**src/rtl/uart_pkg.sv**
```systemverilog
// Shared UART definitions: FSM state encodings, oversampling and stop-length constants.
package uart_pkg;

  // Raw 2-bit state encodings, kept visible so other stages can decode them.
  localparam logic [1:0] ST_IDLE  = 2'd0;
  localparam logic [1:0] ST_START = 2'd1;
  localparam logic [1:0] ST_DATA  = 2'd2;
  localparam logic [1:0] ST_STOP  = 2'd3;

  // Oversample ticks per bit period.
  localparam int OVERSAMPLE = 16;

  // Oversample ticks in the stop phase for 1, 1.5 and 2 stop bits.
  localparam int STOP_1   = 16;
  localparam int STOP_1P5 = 24;
  localparam int STOP_2   = 32;

  // Width of the oversample tick counter; covers stop phases up to 32 ticks.
  localparam int TICK_W = 5;

  typedef enum logic [1:0] {
    IDLE  = ST_IDLE,
    START = ST_START,
    DATA  = ST_DATA,
    STOP  = ST_STOP
  } uart_state_e;

endpackage : uart_pkg

```
**src/rtl/uart_baud_gen.sv**
```systemverilog
// Oversample tick generator: one-cycle tick every BAUD_DIV clocks, restartable via clear.
module uart_baud_gen #(
  parameter int BAUD_DIV = 54
) (
  input  logic clk,
  input  logic reset,
  input  logic clear,
  output logic tick
);

  localparam int CW = $clog2(BAUD_DIV);
  localparam logic [CW-1:0] CNT_MAX  = CW'(BAUD_DIV - 1);
  localparam logic [CW-1:0] CNT_ZERO = {CW{1'b0}};
  localparam logic [CW-1:0] CNT_ONE  = CW'(1);

  logic [CW-1:0] cnt_r;
  logic [CW-1:0] cnt_nxt_s;

  // Next divider count: restart on clear, wrap at the terminal count.
  always_comb begin
    cnt_nxt_s = cnt_r;
    if (clear) begin
      cnt_nxt_s = CNT_ZERO;
    end else if (cnt_r == CNT_MAX) begin
      cnt_nxt_s = CNT_ZERO;
    end else begin
      cnt_nxt_s = cnt_r + CNT_ONE;
    end
  end

  // Divider count register with synchronous reset.
  always_ff @(posedge clk) begin
    if (reset) begin
      cnt_r <= CNT_ZERO;
    end else begin
      cnt_r <= cnt_nxt_s;
    end
  end

  assign tick = (cnt_r == CNT_MAX);

endmodule : uart_baud_gen

```
**src/rtl/uart_tx_fifo_drain.sv**
```systemverilog
// UART transmitter that drains a first-word-fall-through TX FIFO, one frame per word.
module uart_tx_fifo_drain
  import uart_pkg::*;
#(
  parameter int DATA_SIZE  = 8,
  parameter int BAUD_DIV   = 54,
  parameter int STOP_TICKS = STOP_1
) (
  input  logic                 clk,
  input  logic                 reset,
  input  logic                 fifo_empty,
  input  logic [DATA_SIZE-1:0] fifo_data,
  output logic                 fifo_read,
  output logic                 tx,
  output logic                 tx_busy,
  output logic                 tx_done_tick
);

  localparam int BW = (DATA_SIZE > 1) ? $clog2(DATA_SIZE) : 1;

  localparam logic [TICK_W-1:0] TICK_ZERO     = {TICK_W{1'b0}};
  localparam logic [TICK_W-1:0] TICK_ONE      = TICK_W'(1);
  localparam logic [TICK_W-1:0] BIT_LAST_TICK = TICK_W'(OVERSAMPLE - 1);
  localparam logic [TICK_W-1:0] STOP_LAST     = TICK_W'(STOP_TICKS - 1);
  localparam logic [BW-1:0]     BIT_ZERO      = {BW{1'b0}};
  localparam logic [BW-1:0]     BIT_ONE       = BW'(1);
  localparam logic [BW-1:0]     BIT_LAST      = BW'(DATA_SIZE - 1);

  uart_state_e            state_r,  state_nxt_s;
  logic [DATA_SIZE-1:0]   shift_r,  shift_nxt_s;
  logic [TICK_W-1:0]      tick_r,   tick_nxt_s;
  logic [BW-1:0]          bit_r,    bit_nxt_s;
  logic                   tx_r,     tx_nxt_s;
  logic                   done_s;
  logic                   pop_s;
  logic                   baud_tick_s;

  // Pop only from IDLE; the state leaves IDLE on the same edge, so this is a single-cycle strobe.
  assign pop_s = (state_r == IDLE) & ~fifo_empty & ~reset;

  uart_baud_gen #(
    .BAUD_DIV (BAUD_DIV)
  ) u_baud_gen (
    .clk   (clk),
    .reset (reset),
    .clear (pop_s),
    .tick  (baud_tick_s)
  );

  // Next-state, datapath and Mealy done pulse for the start/data/stop sequence.
  always_comb begin
    state_nxt_s = state_r;
    shift_nxt_s = shift_r;
    tick_nxt_s  = tick_r;
    bit_nxt_s   = bit_r;
    tx_nxt_s    = tx_r;
    done_s      = 1'b0;
    case (state_r)
      IDLE: begin
        if (pop_s) begin
          state_nxt_s = START;
          shift_nxt_s = fifo_data;
          tick_nxt_s  = TICK_ZERO;
          bit_nxt_s   = BIT_ZERO;
          tx_nxt_s    = 1'b0;
        end else begin
          tx_nxt_s    = 1'b1;
        end
      end
      START: begin
        if (baud_tick_s) begin
          if (tick_r == BIT_LAST_TICK) begin
            state_nxt_s = DATA;
            tick_nxt_s  = TICK_ZERO;
            tx_nxt_s    = shift_r[0];
          end else begin
            tick_nxt_s  = tick_r + TICK_ONE;
          end
        end else begin
          tick_nxt_s = tick_r;
        end
      end
      DATA: begin
        if (baud_tick_s) begin
          if (tick_r == BIT_LAST_TICK) begin
            tick_nxt_s  = TICK_ZERO;
            shift_nxt_s = {1'b0, shift_r[DATA_SIZE-1:1]};
            if (bit_r == BIT_LAST) begin
              state_nxt_s = STOP;
              tx_nxt_s    = 1'b1;
            end else begin
              bit_nxt_s   = bit_r + BIT_ONE;
              tx_nxt_s    = shift_nxt_s[0];
            end
          end else begin
            tick_nxt_s = tick_r + TICK_ONE;
          end
        end else begin
          tick_nxt_s = tick_r;
        end
      end
      STOP: begin
        if (baud_tick_s) begin
          if (tick_r == STOP_LAST) begin
            done_s      = 1'b1;
            state_nxt_s = IDLE;
            tick_nxt_s  = TICK_ZERO;
          end else begin
            tick_nxt_s  = tick_r + TICK_ONE;
          end
        end else begin
          tick_nxt_s = tick_r;
        end
      end
      default: begin
        state_nxt_s = IDLE;
        tick_nxt_s  = TICK_ZERO;
        bit_nxt_s   = BIT_ZERO;
        tx_nxt_s    = 1'b1;
      end
    endcase
  end

  // State, shift register, counters and the registered serial line.
  always_ff @(posedge clk) begin
    if (reset) begin
      state_r <= IDLE;
      shift_r <= {DATA_SIZE{1'b0}};
      tick_r  <= TICK_ZERO;
      bit_r   <= BIT_ZERO;
      tx_r    <= 1'b1;
    end else begin
      state_r <= state_nxt_s;
      shift_r <= shift_nxt_s;
      tick_r  <= tick_nxt_s;
      bit_r   <= bit_nxt_s;
      tx_r    <= tx_nxt_s;
    end
  end

  assign fifo_read    = pop_s;
  assign tx           = tx_r;
  assign tx_busy      = (state_r != IDLE);
  assign tx_done_tick = done_s;

endmodule : uart_tx_fifo_drain

```
**config.mk**
```make
export PLATFORM = sky130hd
export DESIGN_NAME = uart_tx_fifo_drain
export DESIGN_NICKNAME = d
export VERILOG_FILES = /design/src/rtl/uart_pkg.sv /design/src/rtl/uart_baud_gen.sv /design/src/rtl/uart_tx_fifo_drain.sv
export SDC_FILE = /design/constraint.sdc
export NUM_CORES = 1
export LEC_CHECK = 0
export CORE_MARGIN = 10
export CORE_UTILIZATION = 59
export DETAILED_ROUTE_END_ITERATION = 16
export GPL_ROUTABILITY_DRIVEN = 0
export PLACE_DENSITY = 0.92
export SYNTH_ARGS = -nofsm -noshare
export SYNTH_HDL_FRONTEND = slang
export SYNTH_SLANG_ARGS = --single-unit
```
**constraint.sdc**
```tcl
create_clock -name clk -period 3.2 [get_ports clk]
set_clock_uncertainty 0.05 [all_clocks]
set_input_delay 0.48 -clock clk [delete_from_list [all_inputs] [get_ports clk]]
set_output_delay 0.48 -clock clk [all_outputs]
set_load 0.05 [all_outputs]
```
==> qor_table.md <==
| Parameter | This run | Unit |
|---|---|---|
| Async set-reset flop share out of synthesis | 0 | % |
| Worst Path Arrival | 2.21 | ns |
| Setup TNS Final | 0 | ns |
| CTS tree | yes | - |
| Transition time at the pin with the least slew margin | 0.910 | ns |
| Critical register-to-register path endpoint | shift_r[6] | - |
| Total routing resource utilization after global routing | 14.2 | % |
| Slack of the worst reg-to-reg path | 0.91 | ns |
| Synth cell count leaders | 25 x sky130_fd_sc_hd__dfxtp_1, 12 x sky130_fd_sc_hd__mux2i_1, 12 x sky130_fd_sc_hd__nand2_1, 11 x sky130_fd_sc_hd__a21oi_1, 11 x sky130_fd_sc_hd__nor2_1 | - |
| Post-layout total power | 0.979 | mW |
| Peak clock frequency supported by timing | 365 | MHz |
| Multi-input gate area in the final layout | 807 | um^2 |
| Root buffer cell | sky130_fd_sc_hd__clkbuf_4 | - |
| Hold-fix buffers at CTS | 0 | - |
| Total of cells resized after clock tree synthesis | 0 | - |
| Post-CTS setup repair buffer count | 0 | - |
| Cell depth of the worst flop-to-flop path | 6 | - |
| Number of filler instances in the final layout | 167 | - |
| TritonCTS Buffers | 3 | - |
| Total power density per cell area | 632 | mW/mm^2 |
| Cell area after synthesis | 0.00137 | mm^2 |
| Unique cell type count in the Yosys netlist | 39 | - |
| Result of the run | completed | - |
| Fraction of layout cells with a size suffix above 1 | 8.59 | % |
| Number of cells traversed by the worst hold path | 1 | - |
| Hold Crit Class | reg2reg | - |
| Critical Setup Path Class | reg2out | - |
| Starting Density | 61.9 | % |
| Count of final setup violators | 0 | - |
| Remaining antenna violation count after routing | 0 | - |
| First-pass GRT wire length | 5270 | um |
| Library cell with the highest instance count after synthesis | sky130_fd_sc_hd__dfxtp_1 | - |
| Final worst slack | 0.463 | ns |
| Top FF cell, synth | sky130_fd_sc_hd__dfxtp_1 | - |
| Htree depth | 1 | - |
| DRC Markers | 0 | - |
| Syn Nets | 171 | - |
| Total of max-cap violations | 0 | - |
| Leakage power figure | 0.652 | nW |
| Endpoint, Worst Hold | tick_r[4] | - |
| Number of antenna violations at the first check in global routing | 0 | - |
| Reg2Reg Launch Point | state_r[0] | - |
| Top area cells in the synthesized netlist | sky130_fd_sc_hd__dfxtp_1 37%, sky130_fd_sc_hd__mux2i_1 8.8%, sky130_fd_sc_hd__ha_1 8.2% | - |
| Std-Cell Core Area | 0.00221 | mm^2 |
| Clock Latency Late Sink | 0.32 | ns |
| Post-detail-place hpwl | 2260 | um |
| Vias in the first global route | 1,239 | - |
| Routed WL per cell | 15.8 | um |
| DRT Pass-1 Iters | 4 | - |
| Worst-case clock buffer depth | 2 | - |
| Number of enable-type register cells in the synthesized netlist | 0 | - |
| Largest net degree at the start of global routing | 20 | - |
| Highest ir drop seen on vdd | 0.434 | mV |
| Kind of end point of the critical path | output port | - |
| Number of flip-flops and latches in the synthesized netlist | 25 | - |
| Worst hold path startpoint | tick_r[4] | - |
| Clock period minus final worst setup slack | 2.74 | ns |
| Number of input and output port buffers inserted | 14 | - |
| Top-Level Pins | 15 | - |
| Yosys synthesis warning count | 0 | - |
| Post-synthesis average cell area | 9.07 | um^2 |
| Hold violation total from the final report | 0 | - |
| Cell type with the highest aggregate area in the netlist | sky130_fd_sc_hd__dfxtp_1 | - |
| Gate count after technology mapping | 151 | - |
| Sequential-to-total area share from yosys stat | 36.5 | % |
| Final clock period utilization by the worst path | 85.5 | % |
| Final antenna diode count | 0 | - |
| Setup repair after global routing missed its margin | no | - |
| Required time at the endpoint of the critical path | 2.67 | ns |
| Iteration-0 DRC Markers | 82 | - |
| Critical Path Source Type | flop | - |
| Wire length after detailed routing | 3010 | um |
| Area fraction of the dominant cell type after synthesis | 36.5 | % |
| Register clock-pin slew on the reported worst setup and hold paths | 0.13 | ns |
| Synthesis-to-finish area growth | 13.2 | % |
| Relative slew slack | 39.0 | % |
| DR vias/cell | 6.26 | - |
| FF+latch area | 500 | um^2 |
| Die X | 68.2 | um |
| Routed via count | 1,195 | - |
| Crit Path Max Fanout | 10 | - |
| Final net count | 184 | - |
| Overflow left after global routing | 0 | - |
| Full die area | 0.00465 | mm^2 |
| Number of slew-limit violations in the final report | 0 | - |
| Number of cell rows | 17 | - |
| Clock Sink Count | 25 | - |
| Die height | 68.2 | um |
| Worst slack, placed | 0.550 | ns |
-- where the power goes --
part           internal, mW  total [mW]  switching (mW)
logic                 0.174       0.446           0.272
registers             0.359       0.392          0.0333
clock network        0.0488       0.141          0.0925
-- worst max-delay path by stage --
stage	end	slack [ns]	from	cells after the start
5_1_grt	tx_busy	0.32	state_r[0]	4
3_3_place_gp	tx_done_tick	0.68	tick_r[0]	5
4_1_cts	tx_done_tick	0.18	tick_r[0]	5
6_report	tx_busy	0.46	state_r[0]	4
3_5_place_dp	tx_done_tick	0.55	tick_r[0]	5
2_1_floorplan	bit_r[0]	0.81	state_r[0]	7
-- routing by layer --
layer | vias up | routed length, um | global-route usage (%)
met5 | - | 0 | 0
met4 | 0 | 78 | 9.05
met3 | 9 | 166 | 2.61
met2 | 44 | 1490 | 23.3
met1 | 557 | 1280 | 16.6
li1 | 585 | - | -
-- cells in the final DEF (no fill, tap or decap), types with 2 or more instances in the layout --
master / instances
sky130_fd_sc_hd__dfxtp_1: 25
sky130_fd_sc_hd__and3_1: 2
sky130_fd_sc_hd__or4_1: 2
sky130_fd_sc_hd__a31oi_1: 5
sky130_fd_sc_hd__xnor2_1: 2
sky130_fd_sc_hd__inv_1: 6
sky130_fd_sc_hd__a21oi_1: 11
sky130_fd_sc_hd__o21ai_0: 5
sky130_fd_sc_hd__ha_1: 9
sky130_fd_sc_hd__a311oi_1: 8
sky130_fd_sc_hd__clkbuf_4: 3
sky130_fd_sc_hd__clkdlybuf4s50_1: 12
sky130_fd_sc_hd__nand2_1: 12
sky130_fd_sc_hd__mux2i_1: 12
sky130_fd_sc_hd__xor2_1: 2
sky130_fd_sc_hd__nand4_1: 2
sky130_fd_sc_hd__buf_4: 3
sky130_fd_sc_hd__nor3_1: 2
sky130_fd_sc_hd__nand3_1: 8
sky130_fd_sc_hd__nor2_1: 11
-- kinds of logic (layout without fill, tap and decap cells) --
family / after synthesis / in the layout / synth area share, %
DFF: 25 / 25 / 36.5
adders and majority gates: 9 / 9 / 8.22
AOI/OAI and AO/OA: 37 / 37 / 18.8
and+or+nand+nor: 49 / 49 / 20.5
buffers and inverters: 15 / 27 / 4.57
muxes: 12 / 12 / 8.77
xor gates and xnor gates: 4 / 4 / 2.56
-- area by class of cell --
type                       count  share of cell area [%]
clock buffer                   4                    1.69
multi-input combinational    111                    52.1
timing repair buffer          16                    10.0
inverter                       7                    1.69
tap                           28                    2.26
sequential                    25                    32.3
-- through the flow --
stage | instances | util [%] | hold slack, ns | area (um^2)
after CTS | 191 | 70.0 | 0.433 | 1550
after floorplan | 151 | - | 0.379 | 1370
final | 191 | 70.1 | 0.431 | 1550
after global routing | 191 | 70.1 | 0.453 | 1550
after detailed placement | 187 | 68.8 | 0.404 | 1520
after global placement | 187 | 68.8 | 0.394 | 1520
-- sequential cells by signal (all words and copies together), names as in the netlist --
signal	cells
tick_r	5
u_baud_gen.cnt_r	6
state_r	2
shift_r	8
bit_r	3
tx	1
-- critical path: stages, from the launching register on --
cell and delay (ns):
sky130_fd_sc_hd__dfxtp_1 0.37, sky130_fd_sc_hd__inv_1 0.09, sky130_fd_sc_hd__ha_1 0.33, sky130_fd_sc_hd__clkinv_1 0.31, sky130_fd_sc_hd__clkdlybuf4s50_1 0.79
No activity file was read; power rests on OpenSTA's default activity.
